===== src/rtl/axi_wr_isolator.sv =====
// Write-path isolation stage around the write guard: counts outstanding AWs, cuts the
// slave on a guard reset request and answers pending writes with SLVERR.
// Optional: define WR_ISOLATOR_STATS_EN to build the SLVERR response counter (err_cnt_o).

package axi_wr_isolator_pkg;
    typedef logic [3:0] id_t;
    typedef struct packed { id_t id; logic [31:0] addr; logic [7:0] len; } aw_chan_t;
    typedef struct packed { logic [31:0] data; logic [3:0] strb; logic last; } w_chan_t;
    typedef struct packed { id_t id; logic [1:0] resp; logic user; } b_chan_t;
    typedef struct packed { id_t id; logic [31:0] addr; logic [7:0] len; } ar_chan_t;
    typedef struct packed { id_t id; logic [31:0] data; logic [1:0] resp; logic last; } r_chan_t;
    typedef struct packed {
        aw_chan_t aw;
        logic     aw_valid;
        w_chan_t  w;
        logic     w_valid;
        logic     b_ready;
        ar_chan_t ar;
        logic     ar_valid;
        logic     r_ready;
    } req_t;
    typedef struct packed {
        logic     aw_ready;
        logic     ar_ready;
        logic     w_ready;
        logic     b_valid;
        b_chan_t  b;
        logic     r_valid;
        r_chan_t  r;
    } rsp_t;
endpackage

module axi_wr_isolator_fifo #(
    parameter int unsigned Depth  = 8,
    parameter type         data_t = logic
) (
    input  logic  clk_i,
    input  logic  rst_ni,
    input  logic  push_i,
    input  data_t data_i,
    input  logic  pop_i,
    output data_t data_o,
    output logic  full_o,
    output logic  empty_o
);
    localparam int unsigned PtrW = (Depth > 1) ? $clog2(Depth) : 1;
    localparam int unsigned CntW = $clog2(Depth + 1);
    localparam logic [PtrW-1:0] LastPtr = PtrW'(Depth - 1);

    data_t           mem_q [Depth];
    logic [PtrW-1:0] wptr_q, rptr_q;
    logic [CntW-1:0] cnt_q;

    assign full_o  = (cnt_q == CntW'(Depth));
    assign empty_o = (cnt_q == '0);
    assign data_o  = mem_q[rptr_q];

    always_ff @(posedge clk_i or negedge rst_ni) begin
        if (!rst_ni) begin
            wptr_q <= '0;
            rptr_q <= '0;
            cnt_q  <= '0;
        end else begin
            if (push_i) wptr_q <= (wptr_q == LastPtr) ? '0 : wptr_q + 1'b1;
            if (pop_i)  rptr_q <= (rptr_q == LastPtr) ? '0 : rptr_q + 1'b1;
            cnt_q <= cnt_q + CntW'(push_i) - CntW'(pop_i);
        end
    end

    always_ff @(posedge clk_i) begin
        if (push_i) mem_q[wptr_q] <= data_i;
    end

    // An empty-FIFO pop is only legal when the same-cycle push supplies the entry.
    a_no_overflow:  assert property (@(posedge clk_i) disable iff (!rst_ni) !(push_i && full_o && !pop_i));
    a_no_underflow: assert property (@(posedge clk_i) disable iff (!rst_ni) !(pop_i && empty_o && !push_i));
endmodule

module axi_wr_isolator #(
    parameter int unsigned MaxWrTxns = 8,
    parameter type         req_t     = axi_wr_isolator_pkg::req_t,
    parameter type         rsp_t     = axi_wr_isolator_pkg::rsp_t,
    parameter type         id_t      = axi_wr_isolator_pkg::id_t
) (
    input  logic        clk_i,
    input  logic        rst_ni,
    input  req_t        mst_req_i,
    output rsp_t        mst_rsp_o,
    output req_t        slv_req_o,
    input  rsp_t        slv_rsp_i,
    output logic        wr_en_o,
    input  logic        guard_reset_i,
    input  logic        slv_rst_done_i,
    output logic        reset_clear_o,
    output logic        isolated_o,
    output logic [15:0] err_cnt_o
);
    typedef enum logic [1:0] {PASS, ISO, CLEAR} state_e;

    state_e state_q;
    logic   isolated_q, clear_q, skip_q;
    logic   idf_push, idf_pop, idf_full, idf_empty;
    logic   bf_push, bf_pop, bf_full, bf_empty;
    id_t    idf_head, bf_head;
    logic   iso_exit, aw_rdy, w_rdy, b_vld;

    assign iso_exit = (state_q == ISO) && slv_rst_done_i && idf_empty && bf_empty;

    axi_wr_isolator_fifo #(.Depth(MaxWrTxns), .data_t(id_t)) u_idf (
        .clk_i  (clk_i),
        .rst_ni (rst_ni),
        .push_i (idf_push),
        .data_i (mst_req_i.aw.id),
        .pop_i  (idf_pop),
        .data_o (idf_head),
        .full_o (idf_full),
        .empty_o(idf_empty)
    );

    axi_wr_isolator_fifo #(.Depth(MaxWrTxns), .data_t(id_t)) u_bf (
        .clk_i  (clk_i),
        .rst_ni (rst_ni),
        .push_i (bf_push),
        .data_i (idf_head),
        .pop_i  (bf_pop),
        .data_o (bf_head),
        .full_o (bf_full),
        .empty_o(bf_empty)
    );

    always_comb begin
        slv_req_o = mst_req_i;
        mst_rsp_o = slv_rsp_i;
        wr_en_o   = 1'b0;
        idf_push  = 1'b0;
        idf_pop   = 1'b0;
        bf_push   = 1'b0;
        bf_pop    = 1'b0;
        aw_rdy    = 1'b0;
        w_rdy     = 1'b0;
        b_vld     = 1'b0;
        case (state_q)
            PASS: begin
                slv_req_o.aw_valid = mst_req_i.aw_valid & ~idf_full;
                mst_rsp_o.aw_ready = slv_rsp_i.aw_ready & ~idf_full;
                wr_en_o  = slv_req_o.aw_valid & slv_rsp_i.aw_ready;
                idf_push = wr_en_o;
                // A last beat racing its own AW into an empty FIFO cancels out.
                idf_pop  = mst_req_i.w_valid & slv_rsp_i.w_ready & mst_req_i.w.last
                         & (~idf_empty | idf_push);
            end
            ISO: begin
                slv_req_o.aw_valid = 1'b0;
                slv_req_o.w_valid  = 1'b0;
                slv_req_o.b_ready  = 1'b1;
                // Hold new AWs once exit is decided so none is stranded across CLEAR.
                aw_rdy = ~idf_full & ~iso_exit;
                w_rdy  = ~idf_empty & (~mst_req_i.w.last | ~bf_full);
                b_vld  = ~bf_empty;
                mst_rsp_o.aw_ready = aw_rdy;
                mst_rsp_o.w_ready  = w_rdy;
                mst_rsp_o.b_valid  = b_vld;
                mst_rsp_o.b.id     = bf_head;
                mst_rsp_o.b.resp   = 2'b10;
                mst_rsp_o.b.user   = '0;
                idf_push = mst_req_i.aw_valid & aw_rdy;
                idf_pop  = mst_req_i.w_valid & w_rdy & mst_req_i.w.last;
                bf_push  = idf_pop;
                bf_pop   = b_vld & mst_req_i.b_ready;
            end
            default: begin
                slv_req_o.aw_valid = 1'b0;
                slv_req_o.w_valid  = 1'b0;
                slv_req_o.b_ready  = 1'b1;
                mst_rsp_o.aw_ready = 1'b0;
                mst_rsp_o.w_ready  = 1'b0;
                mst_rsp_o.b_valid  = 1'b0;
            end
        endcase
    end

    always_ff @(posedge clk_i or negedge rst_ni) begin
        if (!rst_ni) begin
            state_q    <= PASS;
            isolated_q <= 1'b0;
            clear_q    <= 1'b0;
            skip_q     <= 1'b0;
        end else begin
            clear_q <= 1'b0;
            skip_q  <= 1'b0;
            case (state_q)
                PASS: if (guard_reset_i && !skip_q) begin
                    state_q    <= ISO;
                    isolated_q <= 1'b1;
                end
                ISO: if (iso_exit) begin
                    state_q <= CLEAR;
                    clear_q <= 1'b1;
                end
                CLEAR: begin
                    // The guard's registered request needs one more cycle to drop.
                    state_q    <= PASS;
                    isolated_q <= 1'b0;
                    skip_q     <= 1'b1;
                end
                default: begin
                    state_q    <= PASS;
                    isolated_q <= 1'b0;
                end
            endcase
        end
    end

    assign isolated_o    = isolated_q;
    assign reset_clear_o = clear_q;

`ifdef WR_ISOLATOR_STATS_EN
    logic [15:0] err_cnt_q;
    always_ff @(posedge clk_i or negedge rst_ni) begin
        if (!rst_ni) err_cnt_q <= '0;
        else if (bf_pop && err_cnt_q != 16'hFFFF) err_cnt_q <= err_cnt_q + 16'd1;
    end
    assign err_cnt_o = err_cnt_q;
`else
    assign err_cnt_o = '0;
`endif
endmodule


===== config.mk =====
export PLATFORM = sky130hd
export DESIGN_NAME = axi_wr_isolator
export DESIGN_NICKNAME = d
export VERILOG_FILES = /design/src/rtl/axi_wr_isolator.sv
export SDC_FILE = /design/constraint.sdc
export NUM_CORES = 1
export LEC_CHECK = 0
export CAP_MARGIN = 15
export CORE_AREA = 5 5 145 147
export DETAILED_ROUTE_END_ITERATION = 10
export DIE_AREA = 0 0 150 152
export PLACE_DENSITY = 0.67
export SLEW_MARGIN = 0
export SYNTH_ARGS = -nofsm -noshare
export SYNTH_HDL_FRONTEND = slang
export SYNTH_SLANG_ARGS = --single-unit

===== constraint.sdc =====
create_clock -name clk_i -period 3.8 [get_ports clk_i]
set_input_delay 0.76 -clock clk_i [delete_from_list [all_inputs] [get_ports clk_i]]
set_output_delay 0.76 -clock clk_i [all_outputs]
set_load 0.05 [all_outputs]

* Yosys cells after proc, flatten, opt, wreduce, memory -nomap -nowiden
Memories as Yosys holds them, arrays and structs flattened.
Cells that the tools add are included.
Widths: inputs -> output; s select.
** Operators by class
- Add/subtract/negate cells :: 8
- Equality and inequality tests :: 10
- Reduce and logical (&&, ||, !) cells :: 10
- Bitwise gates (word level) :: 21
- Mux-type cells :: 26
** Operators with widths (number)
- $add 3x1->3 const B :: 4
- $and 1x1->1 :: 12
- $eq 3x3->1 const B :: 4
- $mux 1 :: 12
- $mux 3 :: 4
- $add 4x1->4 :: 2
- $eq 4x4->1 const B :: 2
- $logic_not 4->1 :: 2
- $pmux 1 s2 :: 4
- $pmux 2 s2 :: 2
- $sub 4x1->4 :: 2
- $mux 7 :: 1
- $not 1->1 :: 7
- $mux 2 :: 3
- $logic_and 1x1->1 :: 4
- $ne 2x2->1 const B :: 2
- $reduce_and 2->1 :: 2
- $eq 2x1->1 const B :: 1
- $eq 2x2->1 const B :: 1
- $logic_not 2->1 :: 1
- $or 1x1->1 :: 2
- $logic_not 1->1 :: 1
** Word-level totals
- Word-level logic and storage cells :: 87
- Flip-flop bits (word level) :: 25
- Bits in writable memories :: 64
- Input bits :: 185
- Memories kept :: 2
- Output and inout port bits :: 200
** Memory list
- u_bf.mem_q :: words 8, bits a word 4, read ports 1, clocked after memory_dff 0, write ports 1, RTL line 50 : data_t mem_q [Depth];
- u_idf.mem_q :: words 8, bits a word 4, read ports 1, clocked after memory_dff 0, write ports 1, RTL line 50

* Logic depth before layout (Yosys ltp)
- Depth after elaboration :: 10
- Mapped depth :: 12
- Mapped depth without buffers :: 12

* Hierarchy
A second synthesis with hierarchy kept.
** Unflattened totals
- Cell total of the unflattened synthesis :: 449
- Area total of the unflattened synthesis :: 5460.2 um2
** By module, submodules not included
- axi_wr_isolator_fifo at u_bf :: cells each 114, sequential area each 1211.2 um2, times used 1, area each 1840.5 um2
- axi_wr_isolator_fifo at u_idf :: cells each 104, sequential area each 1211.2 um2, times used 1, area each 1835.5 um2
- axi_wr_isolator :: cells each 231, sequential area each 125.1 um2, times used 1, area each 1784.2 um2

* Least setup slack after synthesis
OpenSTA, ideal clock, no wires.
- Path kind :: register -> output
- Start point :: register u_idf.cnt_q[2]
- End point :: output wr_en_o
- Arrival time :: 2477 ps
- Setup slack :: 563 ps
- Data required time :: 3040 ps
- Path buffers :: 0
- Cell stages (with the launch flop) :: 7
- Cells stage by stage :: dfrtp_1 -> inv_1 -> ha_1 -> or3b_2 -> nand2_1 -> nor3_1 -> and2_1
** Between the ends
- Word-level cells in the longest chain between the ends :: 5
** RTL lines
- start, declared :: RTL line 52 : logic [CntW-1:0] cnt_q;
- start signal, assigned :: RTL line 66 : cnt_q <= cnt_q + CntW'(push_i) - CntW'(pop_i);
- $eq 4x4->1 :: RTL line 54 : assign full_o = (cnt_q == CntW'(Depth));
- $not 1->1 :: RTL line 144 : slv_req_o.aw_valid = mst_req_i.aw_valid & ~idf_full;
- $and 1x1->1 :: RTL line 144
- $and 1x1->1 :: RTL line 146 : wr_en_o = slv_req_o.aw_valid & slv_rsp_i.aw_ready;
- $mux 1 :: RTL line 142 : case (state_q)
- end, declared :: RTL line 91 : output logic wr_en_o,
Every way passes these cells.

==> qor.csv <==
metric;value;unit
worstPathArrival;2.94;ns
drt-initial-drc-count;127;
grt_use_total;0.123;
portBuffers;42;
path_cells;clkdlybuf4s50_1 -> nor4bb_1 -> nor3_1 -> a21oi_1 -> nor2_1 -> clkdlybuf4s50_1;
cp.required;3.04;ns
setup_violations;0;
clock_latency;0.34;ns
placed_area;4860;um^2
fillers;2063;
area_growth;-4.45;%
slew_violations;0;
critPathMaxFanout;3;
fin_worst_skew;0.00711;ns
drc;0;
routed-via-count;2607;
cp_slowest_cell;clkdlybuf4s50_1;
multiInputGateArea;1440;um^2
tightest_slew;0.664;ns
clk_root_buffer_cell;clkbuf_16;
power.leakage;1.93;nW
layout-drive-gt1-share;0.164;
power_density;779;nW/um^2
synth_fa_ha_area_frac;0.0535;
vias_per_cell;4.30;
routabilityCongestion;0.785;
diodes;0;
ant_nets;0;
muxShareOfSynthArea;0.0959;
slew_headroom;0.551;
crit_buf_inv;2;
synth_top_area_cell;edfxtp_1;
synth_area;5430;um^2
first_pass_iters;4;
synth_area_leaders;edfxtp_1, buf_4, dfrtp_1;
first_global_vias;2775;
syn-instance-count;450;
cp-start-kind;primary input;
ctsResizeCount;0;
finalHoldViolations;0;
period_share;0.972;
wl_per_cell;24.1;um
wirelength;14600;um
grt_max_degree;26;
cts.sinks;89;
cts_max_level;3;
synth_compound_area_frac;0.0260;
dieArea;22800;um^2
rows;52;
crit_family;buffers and inverters;
vdd_drop_max;395;uV
async_reset_ff_frac;0.281;
antenna_found_initial;0;
period_needed;3.70;ns
clockBufferDepth;2;
core;19800;um^2
outcome;complete, no violations;
regArea;2550;um^2
cp_common_cell;clkdlybuf4s50_1;
crit_type;primary input to primary output;
slowest_delay;0.71;ns
start_util;0.275;
synth_xor_area_frac;0.00645;
yosys_register_bits;89;
io_pins;385;
drv_cap;0;
dp.final_hpwl;12400;um
grt_first_pass_wirelength;19900;um
max_freq;271;MHz
synth_top_family_by_area;buffers and inverters;
worstSetupEndpointType;primary output;
cts_hold_buf;0;
power;4.04;mW
fp.dieH;152;um
cts.clk_slew.worst_paths;0.06;ns
post_cts_buffers;0;
fp.dieW;150;um
synth_edf_count;64;
yosys.area.top_type_share;0.354;
synthSimpleGateAreaFrac;0.0724;
yosys.cell_types.count;48;
rsz0062_at_grt;no;
cts_tree;built;
gr-total-overflow;0;
synthFlopType;edfxtp_1;
ys_warn_count;0;
design_area;5190;um^2
avgSynthCellArea;12.1;um^2
hp-class;register to register;
tns;0;ns
cts_made_buffers;9;
ys_seq_area_frac;0.469;
fin_nets;538;
-- report_power, final --
part	internal (mW)	leakage (nW)	switching [mW]	total, mW
sequential	1.34	0.878	0.246	1.58
clock	0.583	0.156	0.369	0.952
combinational	0.672	0.900	0.836	1.51
-- worst paths after layout --
check / from / end / slack (ns) / cells after the start
worst max-delay path: mst_req_i[48] / mst_rsp_o[48] / 0.10 / 6
worst min-delay path: isolated_o$_DFFE_PN0P_ / isolated_o$_DFFE_PN0P_ / 0.50 / 2
worst max register to register: state_q[0]$_DFFE_PN0P_ / u_bf.cnt_q[2]$_DFF_PN0_ / 1.02 / 8
worst min register to register: isolated_o$_DFFE_PN0P_ / isolated_o$_DFFE_PN0P_ / 0.50 / 2
max in group asynchronous: rst_ni / u_bf.cnt_q[2]$_DFF_PN0_ / 2.75 / 2
min in group asynchronous: rst_ni / reset_clear_o$_DFF_PN0_ / 0.80 / 2
-- tightest hold or removal path, stage by stage, from the launching register on --
cell	delay [ns]
dfrtp_1	0.35
nor2_1	0.05
nor2_1	0.07
-- layout by cell type (no fill, tap or decap), types with 2 or more instances in the layout --
| cell type | netlist | layout |
|---|---|---|
| a21o_1 | 4 | 4 |
| a21o_2 | 2 | 2 |
| a21oi_1 | 4 | 4 |
| and2_1 | 4 | 4 |
| buf_4 | 185 | 5 |
| bufinv_16 | 0 | 2 |
| clkbuf_16 | 0 | 9 |
| clkdlybuf4s50_1 | 0 | 42 |
| clkinv_1 | 1 | 2 |
| conb_1 | 1 | 16 |
| dfrtp_1 | 25 | 25 |
| edfxtp_1 | 64 | 64 |
| fa_1 | 2 | 2 |
| ha_1 | 20 | 20 |
| inv_1 | 19 | 19 |
| inv_6 | 0 | 2 |
| mux2_2 | 8 | 8 |
| mux2_4 | 2 | 2 |
| mux2i_1 | 4 | 4 |
| mux4_2 | 16 | 16 |
| nand2_1 | 12 | 12 |
| nand2b_1 | 6 | 6 |
| nor2_1 | 15 | 15 |
| nor2b_1 | 2 | 2 |
| nor3_1 | 10 | 10 |
| nor3b_1 | 4 | 4 |
| nor4_1 | 2 | 2 |
| o21ai_0 | 6 | 6 |
| or4_1 | 2 | 2 |
| xnor2_1 | 2 | 2 |
| xor2_1 | 2 | 2 |
-- state kept, by name, summed over array words and instances, names as in the netlist, 2 cells and up --
name          count
state_q           2
u_bf.cnt_q        4
u_bf.wptr_q       3
u_idf.rptr_q      3
u_idf.wptr_q      3
u_bf.mem_q       32
u_bf.rptr_q       3
u_idf.mem_q      32
u_idf.cnt_q       4
-- metal layers --
layer | track usage | routed length [um]
met1 | 0.119 | 4630
met2 | 0.196 | 6920
met3 | 0.0977 | 2720
met4 | 0.0418 | 315
met5 | 0.0109 | 0
-- cell usage after synthesis, types with 6 or more instances --
library cell	instances
nand2b_1	6
dfrtp_1	25
mux2_2	8
nor2_1	15
nor3_1	10
inv_1	19
ha_1	20
buf_4	185
nand2_1	12
edfxtp_1	64
mux4_2	16
o21ai_0	6
-- cell type report --
class	count	share of cell area
clock buffer	9	0.0434
inverter	21	0.0154
timing repair buffer	47	0.0883
tap	270	0.0651
clock inverter	7	0.0193
sequential	89	0.491
multi-input combinational	163	0.278
-- kinds of logic after synthesis --
| family | count (synthesis) |
|---|---|
| DFF | 89 |
| and+or+nand+nor | 70 |
| AOI/OAI and AO/OA | 21 |
| adders and majority gates | 22 |
| xor gates and xnor gates | 4 |
| muxes | 30 |
| other | 1 |
| buffers and inverters | 213 |
-- per-stage QoR --
stage / utilization / instances / setup slack [ns] / hold WS, ns
floorplan: - / 465 / 0.563 / 0.464
global placement: 0.246 / 590 / 0.209 / 0.495
detailed placement: 0.246 / 590 / 0.203 / 0.497
CTS: 0.262 / 606 / 0.185 / 0.511
global route: 0.262 / 606 / 0.0751 / 0.551
finish: 0.262 / 606 / 0.105 / 0.501
Note: power is estimated with default switching activity, not from simulation.
